[src/rtl/sent_frame_buf.sv]
// Per-channel SENT frame buffer: captures parser frame words addressed to
// this channel and queues them in a first-word-fall-through FIFO.
//
// Ports:
//   clk, rst             clock, synchronous active-high reset
//   sent_config_vld      config strobe; flushes the FIFO when channel matches
//   sent_config_channel  channel index for both config and frame strobes
//   sent_frame_vld/data  frame strobe and word from the parser
//   frame_vld/data/rdy   valid/ready handshake towards the frame generator
//   fifo_level           occupancy 0..2**FIFO_AW
//   drop_cnt             saturating count of frames dropped while full
//   overflow             one-cycle pulse per dropped frame
//
// Optional: define SENT_FRAME_REPEAT_EN to keep re-presenting the last
// popped frame while the FIFO is empty.

module sent_frame_buf #(
    parameter int unsigned CHANNEL_INDEX = 0,
    parameter int unsigned FIFO_AW       = 3
) (
    input  logic               clk,
    input  logic               rst,
    input  logic               sent_config_vld,
    input  logic [7:0]         sent_config_channel,
    input  logic               sent_frame_vld,
    input  logic [31:0]        sent_frame_data,
    output logic               frame_vld,
    output logic [31:0]        frame_data,
    input  logic               frame_rdy,
    output logic [FIFO_AW:0]   fifo_level,
    output logic [15:0]        drop_cnt,
    output logic               overflow
);

    localparam int unsigned DEPTH = 1 << FIFO_AW;
    localparam logic [7:0]  CH    = 8'(CHANNEL_INDEX);

    logic [31:0]        mem_q [DEPTH];
    logic [FIFO_AW-1:0] wr_ptr_q, wr_ptr_d;
    logic [FIFO_AW-1:0] rd_ptr_q, rd_ptr_d;
    logic [FIFO_AW:0]   level_q, level_d;
    logic [15:0]        drop_q, drop_d;
    logic               ovf_q, ovf_d;

    logic hit, flush, push_req, empty, full, pop, push_ok, drop;

    assign hit      = (sent_config_channel == CH);
    assign flush    = sent_config_vld & hit;
    assign push_req = sent_frame_vld & hit;
    assign empty    = (level_q == '0);
    // Level never exceeds DEPTH, so its MSB alone marks full.
    assign full     = level_q[FIFO_AW];
    assign pop      = frame_rdy & ~empty & ~flush;
    assign push_ok  = push_req & ~flush & (~full | pop);
    assign drop     = push_req & ~flush & full & ~pop;

`ifdef SENT_FRAME_REPEAT_EN
    logic [31:0] last_q, last_d;
    logic        has_last_q, has_last_d;
`endif

    always_comb begin
        wr_ptr_d = wr_ptr_q;
        rd_ptr_d = rd_ptr_q;
        level_d  = level_q;
        drop_d   = drop_q;
        ovf_d    = 1'b0;
`ifdef SENT_FRAME_REPEAT_EN
        last_d     = last_q;
        has_last_d = has_last_q;
`endif
        if (flush) begin
            wr_ptr_d = '0;
            rd_ptr_d = '0;
            level_d  = '0;
`ifdef SENT_FRAME_REPEAT_EN
            last_d     = '0;
            has_last_d = 1'b0;
`endif
        end else begin
            if (push_ok) wr_ptr_d = wr_ptr_q + 1'b1;
            if (pop) begin
                rd_ptr_d = rd_ptr_q + 1'b1;
`ifdef SENT_FRAME_REPEAT_EN
                last_d     = mem_q[rd_ptr_q];
                has_last_d = 1'b1;
`endif
            end
            case ({push_ok, pop})
                2'b10:   level_d = level_q + 1'b1;
                2'b01:   level_d = level_q - 1'b1;
                default: level_d = level_q;
            endcase
            if (drop) begin
                ovf_d = 1'b1;
                if (drop_q != 16'hFFFF) drop_d = drop_q + 1'b1;
            end
        end
    end

    always_ff @(posedge clk) begin
        if (rst) begin
            wr_ptr_q <= '0;
            rd_ptr_q <= '0;
            level_q  <= '0;
            drop_q   <= '0;
            ovf_q    <= 1'b0;
`ifdef SENT_FRAME_REPEAT_EN
            last_q     <= '0;
            has_last_q <= 1'b0;
`endif
        end else begin
            wr_ptr_q <= wr_ptr_d;
            rd_ptr_q <= rd_ptr_d;
            level_q  <= level_d;
            drop_q   <= drop_d;
            ovf_q    <= ovf_d;
`ifdef SENT_FRAME_REPEAT_EN
            last_q     <= last_d;
            has_last_q <= has_last_d;
`endif
        end
    end

    // Storage needs no reset; entries are only read once written.
    always_ff @(posedge clk) begin
        if (push_ok) mem_q[wr_ptr_q] <= sent_frame_data;
    end

`ifdef SENT_FRAME_REPEAT_EN
    assign frame_vld  = ~empty | has_last_q;
    assign frame_data = ~empty    ? mem_q[rd_ptr_q] :
                        has_last_q ? last_q : 32'h0;
`else
    assign frame_vld  = ~empty;
    assign frame_data = empty ? 32'h0 : mem_q[rd_ptr_q];
`endif

    assign fifo_level = level_q;
    assign drop_cnt   = drop_q;
    assign overflow   = ovf_q;

endmodule

[config.mk]
export PLATFORM = sky130hd
export DESIGN_NAME = sent_frame_buf
export DESIGN_NICKNAME = d
export VERILOG_FILES = /design/src/rtl/sent_frame_buf.sv
export SDC_FILE = /design/constraint.sdc
export NUM_CORES = 1
export LEC_CHECK = 0
export BUFFER_PORTS_ARGS = -buffer_cell sky130_fd_sc_hd__buf_2
export CAP_MARGIN = 20
export CORE_AREA = 4 4 169 171
export DETAILED_ROUTE_END_ITERATION = 8
export DIE_AREA = 0 0 173 175
export GPL_ROUTABILITY_DRIVEN = 0
export PLACE_DENSITY = 0.65
export SLEW_MARGIN = 20
export SYNTH_ARGS = -nofsm -noshare
export SYNTH_HDL_FRONTEND = slang
export SYNTH_SLANG_ARGS = --single-unit
[constraint.sdc]
create_clock -name clk -period 5.7 [get_ports clk]
set_input_delay 1.14 -clock clk [delete_from_list [all_inputs] [get_ports clk]]
set_output_delay 1.14 -clock clk [all_outputs]
set_load 0.01 [all_outputs]
== Word level (Yosys, flattened, before mapping) ==
Memories as Yosys holds them, arrays and structs flattened. A register that Yosys moved wholly into a read port is not among the register bits.
Index checks and enable logic that the tools add are counted.

* Bitwise gates (word level): 13
* Equality and inequality tests: 3
* Reductions and logical operators: 5
* $add $sub $neg: 5
* Mux-type cells: 7

{| class="wikitable"
|+ Operators with widths
! kind !! count
|-
| 32-bit two-way mux || 1
|-
| 16-bit by 1-bit adder with 16-bit output, second input constant || 1
|-
| 16-bit != test, second input constant || 1
|-
| 1-bit AND || 8
|-
| 8-bit logical NOT || 1
|-
| 4-bit one-hot mux with 2 select lines || 1
|-
| 3-bit by 1-bit adder with 3-bit output, second input constant || 2
|-
| 3-bit two-way mux || 2
|-
| 4-bit by 1-bit adder with 4-bit output, second input constant || 1
|-
| 4-bit logical NOT || 1
|-
| 1-bit NOT || 4
|-
| 4-bit by 1-bit subtractor with 4-bit output, second input constant || 1
|-
| 1-bit two-way mux || 3
|-
| 3-bit AND reduction || 1
|-
| 2-bit by 1-bit == test with 1-bit output, second input constant || 1
|-
| 2-bit == test, second input constant || 1
|-
| 2-bit nonzero test || 1
|-
| 2-bit OR reduction || 1
|-
| 1-bit bitwise OR || 1
|}

* Memories: 1
* Input bits: 45
* RAM bits: 256
* Flip-flop bits (word level): 27

{| class="wikitable"
|+ Memory list
! name !! depth !! width !! read ports !! clocked after memory_dff !! wr ports !! RTL line !! RTL
|-
| mem_q || 8 || 32 || 1 || 1 || 1 || 38 || <nowiki>logic [31:0] mem_q [DEPTH];</nowiki>
|}

== Depth between registers and ports, before layout ==
Gate-level depths: netlist of the first run.

* Depth in word-level cells: 8
* Gate-level depth with buffers: 12
* Depth with buffers taken out: 12

== Worst setup path after synthesis of the first run ==
Ideal clock, no wire load.

* Path type: input port to flip-flop
* Start point: input port sent_config_channel[1]
* End point: memory mem_q[4][0] (enable)
* Slack: 0.897 ns
* Setup time: 0.461 ns
* Cell stages on the path: 4
* Arrival: 4.342 ns
* Path through: nor4_4 -> nand4_2 -> or2_2 -> nor3_1

* Longest elaborated chain between the ends: 8

{| class="wikitable"
|+ Ends and longest elaborated chain
! element !! RTL line !! RTL
|-
| start: declaration || 24 || <nowiki>input logic [7:0] sent_config_channel,</nowiki>
|-
| 8-bit logical NOT (*) || 47 || <nowiki>assign hit = (sent_config_channel == CH);</nowiki>
|-
| 1-bit AND || 48 || <nowiki>assign flush = sent_config_vld & hit;</nowiki>
|-
| 1-bit NOT (no source line) || -- ||
|-
| 1-bit AND || 53 || <nowiki>assign pop = frame_rdy & ~empty & ~flush;</nowiki>
|-
| 1-bit bitwise OR || 54 || <nowiki>assign push_ok = push_req & ~flush & (~full | pop);</nowiki>
|-
| 1-bit AND (*) || 54 ||
|-
| 1-bit two-way mux (*) || 127 || <nowiki>if (push_ok) mem_q[wr_ptr_q] <= sent_frame_data;</nowiki>
|-
| 1-bit two-way mux (implied by the code) (*) || 127 ||
|-
| end: declaration || 38 ||
|}

Mark *: on every way between the ends. The rest lies on a longest branch, timed or not.

==> results of run 1 <==
## metal layers
layer	global-route usage [%]	wire (um)	vias to the layer above	share of wire (%)
met5	0	21	-	0.095
met4	3.66	284	4	1.3
met3	2.64	922	22	4.2
met2	25.6	11600	123	52
met1	18.7	9340	3005	42
li1	-	-	2632	-
## logic make-up after synthesis
group | Yosys count
flops | 286
simple gates | 120
mux | 102
compound gates | 37
buf+inv | 34
xor+xnor | 6
fa+ha+maj | 6
## final timing paths
check | endpoint | depth (start not counted) | slack (ps) | from
max | frame_data[30] | 5 | 1770 | flip-flop
min | wr_ptr_q[2] | 2 | 500 | wr_ptr_q[2]
max reg2reg | fifo_level[2] | 13 | 2070 | fifo_level[1]
min reg2reg | wr_ptr_q[2] | 2 | 500 | wr_ptr_q[2]
## cell usage in the layout, fill, tap and decap left out, types with 2 or more instances in the layout
| master | n |
|---|---|
| a21oi_1 | 18 |
| and2_1 | 2 |
| and3_1 | 2 |
| and4_1 | 2 |
| buf_16 | 5 |
| buf_2 | 98 |
| buf_4 | 9 |
| bufinv_16 | 3 |
| clkbuf_1 | 3 |
| clkbuf_16 | 29 |
| clkinv_1 | 8 |
| clkinv_2 | 4 |
| dfxtp_1 | 27 |
| dfxtp_4 | 2 |
| edfxtp_1 | 256 |
| ha_1 | 6 |
| inv_1 | 5 |
| mux2_2 | 4 |
| mux2i_1 | 34 |
| mux4_2 | 64 |
| nand2_1 | 9 |
| nand2b_1 | 4 |
| nand3_1 | 7 |
| nand4_1 | 6 |
| nand4_2 | 2 |
| nor2_1 | 45 |
| nor2_4 | 6 |
| nor2b_1 | 5 |
| nor3_2 | 2 |
| nor4_1 | 4 |
| nor4_4 | 2 |
| nor4b_2 | 2 |
| o21ai_0 | 6 |
| o31ai_1 | 9 |
| or2_2 | 2 |
| or3_1 | 5 |
| or4_1 | 8 |
| xor2_1 | 6 |
## through the flow
step,cell area (sq um),util (%),std cells,worst slack [ps],hold WS (ps)
3_5_place_dp,12200,45.6,1011,1840,490
3_3_place_gp,12200,45.5,1010,1970,472
4_1_cts,13100,48.9,1060,1550,509
2_1_floorplan,11300,-,591,897,454
5_1_grt,13300,49.3,1065,1490,537
6_report,13300,49.3,1065,1770,503
## power by group
part | switching, mW | internal [mW] | total, mW
clock network | 0.737 | 1.05 | 1.79
registers | 0.000412 | 2.28 | 2.28
logic | 0.0341 | 0.0145 | 0.0485
total | 0.772 | 3.35 | 4.12
## state kept, by name (all words and copies together) (netlist names), named ones only
signal / flops
drop_cnt: 16
wr_ptr_q: 3
rd_ptr_q: 3
fifo_level: 4
overflow: 1
mem_q: 256
## final cells by class
cell class	instances	area [sq um]	area share (%)
flip-flops and latches	286	8300	62.6
multi-input cells	271	2920	22.0
clock buffers	32	737	5.56
repair buffers	112	696	5.25
well taps	341	427	3.22
clock inverters	17	154	1.16
inverters	5	18.8	0.142
diodes	1	2.50	0.0189
## critical path, stage by stage (launching register included)
cell and delay, ps:
dfxtp_4 930, buf_4 400, mux4_2 550, mux2i_1 150, nor2_1 50, buf_2 150
==> key figures, run 1 <==
Outcome
  – Status: finished clean

Yosys
  – Cell with the most instances after synthesis: edfxtp_1
  – Ys Warns: 0
  – Sequential share of the synthesized area: 73.4%
  – Ys flop type: edfxtp_1
  – Synthesized flop and latch total: 286
  – Post-Syn Instances: slightly below 600
  – Largest family of logic cells by synthesized area: multiplexers
  – Synth area leader: edfxtp_1
  – Synth Area in XOR/XNOR: less than 1%
  – Post-Syn Area per Cell: between 15 and 20 sq um
  – Top post-synthesis cells by area: edfxtp_1 68%, mux4_2 13%, dfxtp_1 5.3%
  – Top cells by count, synth: 256 x edfxtp_1, 64 x mux4_2, 51 x nor2_1
  – Post-synthesis adder-cell area fraction: less than 1%
  – Post-synthesis mux area share: between 10% and 20%
  – Synthesized net count: around 640
  – Synth cell types: ~40
  – Async SR Flop Fraction: 0%
  – Post-synth EDFFs: 256
  – Post-synth design cell area: 11,300 sq um
  – Simple-gate share of the synthesized area: 5.98%
  – Post-synthesis compound-gate area fraction: roughly 2.0%
  – Post-synth top area share: between 60% and 70%

Detailed routing
  – Drc violations: 0
  – Via Count: 5,786
  – Final wirelength: between 20,000 and 25,000 um
  – DRT Pass-1 Iters: 8
  – Post-detailed-route count of antenna-violating nets: 0
  – Routed vias/inst: roughly 5.4
  – DR WL/cell: around 21 um
  – Initial drt markers: around 400

Setup path
  – Maximum net fanout on the critical path: 44
  – Critical path class: reg -> out
  – CP Data Required Time: about 4600 ps
  – Crit end category: primary output
  – Critical path startpoint category: flip-flop
  – WP data arrival: about 2800 ps

Global route
  – Antenna violations before repair: 3
  – First-pass GRT wire length: between 30,000 and 40,000 um
  – Largest net degree at the start of global routing: between 40 and 50
  – GRT Total Usage: roughly 15%
  – Number of global-route vias before repair: 6,178
  – Global route total overflow: 0

Clocking
  – Clk_lat worst skew: between 500 and 600 ps
  – Post-CTS setup buffers: 0
  – CTS buffer count: 28
  – CTS tree: yes
  – # hold bufs at CTS: 0
  – CTS sink cnt: ~290
  – Htree depth: 1
  – Root buffer cell: clkbuf_16
  – Post-CTS Resized: 0
  – Maximum buffer depth of the clock tree: 3
  – Clock Pin Slew Worst Setup and Hold Paths: roughly 60 ps

Power and ir drop
  – Pwr dens: between 300 and 400 nW/um^2
  – Maximum VDD drop: 167 uV
  – Tot Pwr: around 4.1 mW
  – Leakage: approximately 4.3 nW

STA
  – RSZ-0062 raised after global routing: no
  – Worst Tran Pin Value: just over 1000 ps
  – Final critical-path share of the clock period: between 60 and 70%
  – Setup TNS: 0 ps
  – Final count of hold timing violations: 0
  – Final min period: just under 4000 ps
  – Fmax: 254 MHz
  – Final Skew: 11.5 ps
  – Final setup vio count: 0
  – Slew HR: ~30%
  – Max-slew violations: 0

Cells and area
  – Fill cell count: between 2,000 and 2,500
  – Final Net Count: between 700 and 800
  – Fraction of layout cells with a size suffix above 1: between 30% and 40%
  – Area grow syn2layout: 17.4%

Die
  – Num ports: between 90 and 100
  – Rows: 60
  – Die width: ~170 um
  – Die height: about 180 um
  – Core ar.: ~27,000 sq um
  – Initial core utilization: 42.0%
  – Die ar.: roughly 30,000 sq um

Job
  – Max cap viols: 0

Worst hold path
  – Hold WC Path Type: reg -> reg

Place
  – Port Buffers: slightly below 100
  – Post-DP HPWL: roughly 13,000 um
(Power assumes the default switching activity.)
==> run 2: changes to the inputs <==
==> constraint.sdc (replaced) <==
create_clock -name clk -period 3.68 [get_ports clk]
set_input_delay 0.736 -clock clk [delete_from_list [all_inputs] [get_ports clk]]
set_output_delay 0.736 -clock clk [all_outputs]
set_load 0.01 [all_outputs]
==> run 2 against run 1 <==
Die area is the same. Total power is 60% higher. Worst hold slack got worse by 30 ps. Via count is 0.24% higher. Highest routed layer unchanged.
==> key figures, run 2 (synthesized netlist as in run 1, its figures left out) <==
Setup path
  – Levels on crit path: 5
  – Critical path class: reg -> out
  – Crit end category: primary output
  – Crit-path cells: buf_4 > mux4_2 > mux2i_1 > nor2_1 > buf_2
  – Crit path max-delay family: multiplexers
  – Buf/Inv on CP: 2
  – R2R cell count: 12
  – WP data arrival: between 2000 and 2500 ps
  – CP Data Required Time: between 2000 and 3000 ps
  – CP peak stage delay: 620 ps
  – Critical-path top delay cell: dfxtp_4
  – Critical path startpoint category: flip-flop
  – Maximum net fanout on the critical path: 21

Clocking
  – CTS sink cnt: 286
  – Clock Pin Slew Worst Setup and Hold Paths: ~60 ps
  – CTS buffer count: 28
  – Post-CTS Resized: 0
  – CTS tree: yes
  – Htree depth: 1
  – # hold bufs at CTS: 0
  – Clk_lat worst skew: ~530 ps
  – Root buffer cell: clkbuf_16
  – Maximum buffer depth of the clock tree: 3
  – Post-CTS setup buffers: 0

Die
  – Initial core utilization: 42.0%
  – Die ar.: roughly 30,000 sq um
  – Rows: 60
  – Die height: around 180 um
  – Die width: approximately 170 um
  – Num ports: about 100
  – Core ar.: roughly 27,000 sq um

Detailed routing
  – Detailed route wirelength on metal2: around 11,000 um
  – Via Count: a little under 6,000
  – DR WL/cell: 20.4 um
  – Metal-1 WL: just over 9000 um
  – Met3 wire len: between 1000 and 1500 um
  – Final wirelength: approximately 22,000 um
  – DR top layer: met5
  – Drc violations: 0
  – DRT Pass-1 Iters: 5
  – Routed vias/inst: 5.41
  – Initial drt markers: between 300 and 400
  – Post-detailed-route count of antenna-violating nets: 0

Cells and area
  – Final Net Count: 761
  – Fraction of layout cells with a size suffix above 1: around a third
  – Most common cell after layout, fill and taps aside: edfxtp_1
  – Final Util: between 40 and 50%
  – Most frequent cells in the layout: 256 x edfxtp_1, 98 x buf_2, 64 x mux4_2
  – Area grow syn2layout: 18.6%
  – Cell area after layout: between 10,000 and 15,000 sq um
  – Top reg by flops: mem_q
  – Max reg flops: between 200 and 300
  – Antenna fix cells: 0

Place
  – Port Buffers: 98
  – Pre-CTS setup slack: between 600 and 700 ps
  – Post-DP HPWL: around 13,000 um
  – Post-DP Area: between 10,000 and 15,000 sq um

STA
  – Fmax: a little over 300 MHz
  – Setup TNS: 0 ps
  – PnR worst setup slack: around 450 ps
  – Final Skew: 9.16 ps
  – RSZ-0062 raised after global routing: no
  – Final setup vio count: 0
  – Final critical-path share of the clock period: slightly below 90%
  – Slew HR: approximately 66%
  – Max-slew violations: 0
  – Final min period: ~3200 ps
  – Final count of hold timing violations: 0
  – WHS: 472 ps
  – Worst Tran Pin Value: approximately 510 ps

Power and ir drop
  – Leakage: approximately 4.3 nW
  – Maximum VDD drop: ~310 uV
  – Pwr dens: between 400 and 500 nW/um^2

Worst hold path
  – Worst Hold Depth: 1
  – Hold WC Path Type: in -> reg

Outcome
  – Status: finished clean

Global route
  – GRT Total Usage: between 10% and 20%
  – Largest net degree at the start of global routing: 33
  – First-pass GRT wire length: roughly 35,000 um
  – Antenna violations before repair: 3
  – Number of global-route vias before repair: a little over 6,000
  – Global route total overflow: 0

Job
  – Max cap viols: 0
==> run 2: final cells by class <==
type / count / area, sq um
inverters: 5 / 18.8
well taps: 341 / 427
multi-input cells: 271 / 2930
clock inverters: 18 / 240
fillers: 2207 / 13500
repair buffers: 118 / 728
flip-flops and latches: 286 / 8290
clock buffers: 33 / 741
==> run 2: metal layers <==
| metal | track usage (%) | vias up |
|---|---|---|
| met5 | 0 | - |
| met3 | 3.42 | 39 |
| met2 | 25.7 | 128 |
| li1 | - | 2639 |
| met4 | 3.46 | 6 |
| met1 | 18.1 | 2988 |
==> run 2: stage by stage <==
step,power [mW],instances
after floorplan,3.61,591
after global placement,3.67,1021
after detailed placement,3.67,1021
after CTS,6.66,1072
after global routing,6.81,1072
final,6.60,1072
==> run 2: worst paths after layout <==
check / startpoint / to / slack (ps)
worst max register to register: fifo_level[1] / fifo_level[2] / 1090
worst max-delay path: flip-flop / frame_data[31] / 450
worst min-delay path: sent_frame_data[0] / mem_q[4][0] / 470
worst min register to register: rd_ptr_q[1] / flip-flop / 480
==> run 2: report_power, final <==
group / internal, mW / leakage [nW] / total, mW / switching [mW]
Clock: 1.85 / 0.477 / 2.99 / 1.14
Sequential: 3.53 / 2.54 / 3.53 / 0.000400
Combinational: 0.0225 / 1.33 / 0.0741 / 0.0516
